--- config.mk ---
export PLATFORM = sky130hd
export DESIGN_NAME = dram_rd_data_que
export DESIGN_NICKNAME = d
export VERILOG_FILES = /design/src/rtl/dram_rd_data_que.sv
export SDC_FILE = /design/constraint.sdc
export NUM_CORES = 2
export LEC_CHECK = 0
export ABC_AREA = 1
export CAP_MARGIN = 20
export CORE_ASPECT_RATIO = 0.8
export CORE_MARGIN = 1.5
export CORE_UTILIZATION = 38
export DETAILED_ROUTE_END_ITERATION = 8
export GPL_ROUTABILITY_DRIVEN = 1
export PLACE_DENSITY = 0.61
export SLEW_MARGIN = 30
export SYNTH_ARGS = -nofsm -noshare
export SYNTH_HDL_FRONTEND = slang
export SYNTH_SLANG_ARGS = --single-unit
--- constraint.sdc ---
create_clock -name clk -period 25.2 [get_ports clk]
set_input_delay 2.52 -clock clk [delete_from_list [all_inputs] [get_ports clk]]
set_output_delay 2.52 -clock clk [all_outputs]
set_load 0.02 [all_outputs]
--- src/rtl/dram_rd_data_que.sv ---
// DRAM read-return queue: buffers 256-bit entries with their request tags and
// replays each entry to the CPU side as four 64-bit beats.
//
// Handshake: a beat transfers on every rising edge where rd_vld && rd_ack;
// rd_vld never drops while an entry is pending and the beat is held stable
// until it is acknowledged. The write side has no ready: wr_vld while full is
// dropped and latched in ovfl_err.
module dram_rd_data_que #(
  parameter int DEPTH = 8,
  parameter int BEATS = 4
) (
  input  logic         clk,
  input  logic         rst,
  input  logic         wr_vld,
  input  logic [255:0] wr_data,
  input  logic [3:0]   wr_id,
  output logic         wr_full,
  output logic [4:0]   free_cnt,
  output logic         rd_vld,
  output logic [63:0]  rd_data,
  output logic [3:0]   rd_id,
  output logic         rd_last,
  input  logic         rd_ack,
  output logic         ovfl_err
);

  localparam int AW = $clog2(DEPTH);
  localparam int CW = AW + 1;
  localparam int DW = 64 * BEATS;

  typedef enum logic {
    EMPTY = 1'b0,
    SEND  = 1'b1
  } state_t;

  logic [DW+3:0] mem [DEPTH];
  logic [CW-1:0] wr_ptr, rd_ptr, count, count_nxt;
  logic [1:0]    beat;
  state_t        state, state_nxt;
  logic          wr_acc, beat_ack, pop;
  logic [DW+3:0] head;

  function automatic logic [CW-1:0] ptr_inc(input logic [CW-1:0] p);
    return (p == CW'(DEPTH - 1)) ? '0 : p + CW'(1);
  endfunction

  // Acceptance looks only at the pre-edge count, so a same-cycle pop never
  // frees a slot for a write that arrives while full.
  assign wr_acc   = wr_vld && (count < CW'(DEPTH));
  assign beat_ack = (state == SEND) && rd_ack;
  assign pop      = beat_ack && (beat == 2'(BEATS - 1));

  always_comb begin
    count_nxt = count;
    case ({wr_acc, pop})
      2'b10:   count_nxt = count + CW'(1);
      2'b01:   count_nxt = count - CW'(1);
      default: count_nxt = count;
    endcase
  end

  // Entry storage carries no reset; stale contents are never visible because
  // rd_data/rd_id are gated by rd_vld.
  always_ff @(posedge clk) begin
    if (wr_acc) mem[wr_ptr[AW-1:0]] <= {wr_id, wr_data};
  end

  always_ff @(posedge clk or posedge rst) begin
    if (rst) begin
      wr_ptr   <= '0;
      rd_ptr   <= '0;
      count    <= '0;
      beat     <= '0;
      state    <= EMPTY;
      ovfl_err <= 1'b0;
    end else begin
      if (wr_acc) wr_ptr <= ptr_inc(wr_ptr);
      if (pop) rd_ptr <= ptr_inc(rd_ptr);
      if (beat_ack) beat <= beat + 2'd1;
      if (wr_vld && !wr_acc) ovfl_err <= 1'b1;
      count <= count_nxt;
      state <= state_nxt;
    end
  end

  always_comb begin
    state_nxt = state;
    case (state)
      EMPTY:   if (count_nxt != '0) state_nxt = SEND;
      SEND:    if (pop && (count_nxt == '0)) state_nxt = EMPTY;
      default: state_nxt = EMPTY;
    endcase
  end

  assign head     = mem[rd_ptr[AW-1:0]];
  assign rd_vld   = (state == SEND);
  assign rd_data  = rd_vld ? head[{beat, 6'b0} +: 64] : '0;
  assign rd_id    = rd_vld ? head[DW+3:DW] : '0;
  assign rd_last  = rd_vld && (beat == 2'(BEATS - 1));
  assign wr_full  = (count == CW'(DEPTH));
  assign free_cnt = 5'(DEPTH) - 5'(count);

endmodule
==> impl_metrics.csv <==
group,metric,value,unit
placed_design,gp_congestion,0.8013,
logic_synthesis,ys_ff_latch,2096,
grt,grt_max_degree,250,
logic_synthesis,synth.net_count,7377,
worst_hold_path,min_path_cells,1,
grt,gr-total-overflow,0,
drt,drt_iter0_markers,5845,
critical_path,critPathMaxFanout,141,
clocking,holdBufCountCts,0,
placed_design,place_hpwl,145900,µm
clocking,cts.clk_slew.worst_paths,60,ps
power,fin_total_pwr,11.95,mW
floorplanning,start_util,38.29,%
critical_path,crit_type,"flip-flop to output port",
logic_synthesis,synth_cell_types,27,
clocking,cts-root-buf,"clkbuf_16",
drt,routedWlPerCell,24.27,µm
grt,grt_pass1_wl,367000,µm
sta,fin_skew,37.84,ps
layout,finalNonFillerCells,10470,
floorplanning,core_area,220600,µm²
worst_hold_path,hp-start,"ovfl_err$_DFFE_PP0P_",
logic_synthesis,netlist_area,84470,µm²
clocking,cts-buffers-inserted,209,
layout,finish.utilization,43.89,%
layout,drive_above_1_share,5.072,%
clocking,htree_levels,4,
critical_path,reg2regPathDepth,11,
sta,relSlewSlack,31.08,%
sta,hold_violations,0,
floorplanning,dieArea,225200,µm²
critical_path,crit_start,"rd_ptr[0]$_DFFE_PP0N_",
power,power_density,123.4,nW/µm²
layout,final_common_cell,"nand2_1",
drt,dr.pass1.iters,8,
worst_hold_path,hp-class,"flip-flop to flip-flop",
critical_path,required,22680,ps
logic_synthesis,yosys_warnings,0,
outcome,status,"complete, no violations",
drt,dr_total_vias,55460,
clocking,clockBufferDepth,3,
clocking,ctsResizeCount,0,
sta,final_max_slew_viol_count,0,
layout,final_cell_mix,"2679 x nand2_1, 2080 x edfxtp_1, 1623 x nand3_1",
grt,first_global_vias,51600,
power,p_leak,34.59,nW
sta,min_period,9163,ps
floorplanning,die_h,424.7,µm
floorplanning,ioPinCount,341,
worst_hold_path,hold_path_end,"ovfl_err$_DFFE_PP0P_",
sta,fin_crit_sh,36.36,%
logic_synthesis,netlist_instances,7106,
logic_synthesis,yosysSeqAreaShare,74.42,%
critical_path,reg2reg_from,"count[0]$_DFF_PP0_",
power,peakVddDrop,110.1,µV
layout,num-nets-final,7564,
clocking,cts_tree,"yes",
grt,antenna_found_initial,120,
critical_path,end_kind,"output port",
critical_path,startpoint_type,"flip-flop",
clocking,cts_setup_buffers,0,
critical_path,worst_r2r_endpoint,"mem[7][210]$_DFFE_PP_",
floorplanning,fp-row-count,154,
layout,area_growth,14.63,%
sta,setup-violations-final,0,
floorplanning,die_w,530.1,µm
sta,fin_tns_setup,0,ps
grt,grtUsageTotal,22.28,%
drt,routed_wl,254200,µm
logic_synthesis,synth.avg_cell_area,11.89,µm²
sta,fmax,0.1091,GHz
drt,drc,0,
run,cap_violations,0,
sta,tightest_slew,1034,ps
sta,rsz0062_at_grt,"no",
drt,ant_nets,0,
clocking,cts.sinks,2096,
clocking,clkLatencyLatePin,850,ps
drt,viasPerCell,5.296,
critical_path,ff2ff_setup_slack,19590,ps
placed_design,placed_cells,10040,
critical_path,critical_path_arrival,6640,ps
placed_design,io_buffers,340,
-- worst max-delay path: stages (launching register included) --
cell and delay, ps:
dfrtp_4 960, buf_12 570, buf_4 660, buf_6 640
buf_6 630, nand2_1 110, nand3_1 130, nand3_1 90
nand2_1 190, nand2_1 80, nand3_1 110, nand2_1 60
nor2_1 400, clkdlybuf4s50_1 700
-- per-layer routing --
layer | routed length (µm) | vias up | track usage, %
met3 | 21320 | 496 | 5.277
met2 | 120100 | 2179 | 35.88
met1 | 102900 | 27380 | 29.47
met5 | 515 | - | 0
li1 | - | 25330 | -
met4 | 9427 | 82 | 7.773
-- cell usage after synthesis (all sizes together) --
| master | number | area [µm²] |
|---|---|---|
| a211o | 1 | 8.760 |
| xor2 | 6 | 52.55 |
| inv | 22 | 87.58 |
| buf | 354 | 1904 |
| nor2 | 164 | 615.6 |
| xnor2 | 2 | 17.52 |
| ha | 7 | 87.58 |
| clkinv | 1 | 3.750 |
| nand2 | 2679 | 10060 |
| a21o | 1 | 7.510 |
| nor4 | 1 | 12.51 |
| a21oi | 7 | 35.03 |
| or2 | 1 | 6.260 |
| o21ai | 34 | 170.2 |
| edfxtp | 2080 | 62460 |
| dfrtp | 16 | 400.4 |
| mux2 | 1 | 11.26 |
| a31oi | 4 | 25.02 |
| clkbuf | 101 | 379.1 |
| o311ai | 1 | 8.760 |
| nand3 | 1623 | 8123 |
-- logic make-up (layout without fill, tap and decap cells) --
logic type               Yosys count  after routing  synth area share, %
adder cells (fa/ha/maj)            7              7               0.1037
XOR/XNOR                           8              8              0.08295
AND/OR/NAND/NOR                 4468           4468                22.27
multiplexers                       1              1              0.01333
AO/OA/AOI/OAI                     48             48               0.3022
buffers and inverters            478            845                2.811
flip-flops                      2096           2096                74.42
other                              0             36                    0
-- worst max path at each step --
| stage | end | cells past startpoint |
|---|---|---|
| after CTS | rd_data[55] | 13 |
| after global routing | rd_data[20] | 13 |
| after detailed placement | rd_data[55] | 13 |
| final | rd_data[55] | 13 |
| after floorplan | wr_ptr[3]$_DFFE_PP0P_ | 5 |
| after global placement | rd_data[55] | 13 |
-- sequential cells by signal (all words and copies together) (netlist names) --
name      flops
wr_ptr        4
ovfl_err      1
count         4
rd_ptr        4
beat          2
mem        2080
rd_vld        1
-- through the flow --
| stage | setup WS (ps) | area [µm²] | hold WS [ps] |
|---|---|---|---|
| 3_3_place_gp | 16660 | 90230 | 442.2 |
| 3_5_place_dp | 16590 | 90310 | 447.6 |
| 4_1_cts | 15660 | 96670 | 461.1 |
| 6_report | 16040 | 96830 | 461.9 |
| 2_1_floorplan | 10530 | 84470 | 494.9 |
| 5_1_grt | 15830 | 96780 | 478.4 |
-- report_power, final --
group / total, mW / internal (mW) / leakage (nW) / switching [mW]
clock network: 2.92 / 1.59 / 3.09 / 1.32
logic: 4.53 / 1.22 / 12.5 / 3.31
registers: 4.50 / 4.34 / 19.0 / 0.163
-- cell type report --
type / count / area [µm²]
inverters: 23 / 132.6
diodes: 36 / 90.09
clock inverters: 127 / 899.6
repair buffers: 431 / 4360
fillers: 20040 / 123800
flip-flops and latches: 2096 / 62880
multi-input cells: 4532 / 19300
clock buffers: 264 / 5458
well taps: 2964 / 3709
No activity file was read; power rests on OpenSTA's default activity.
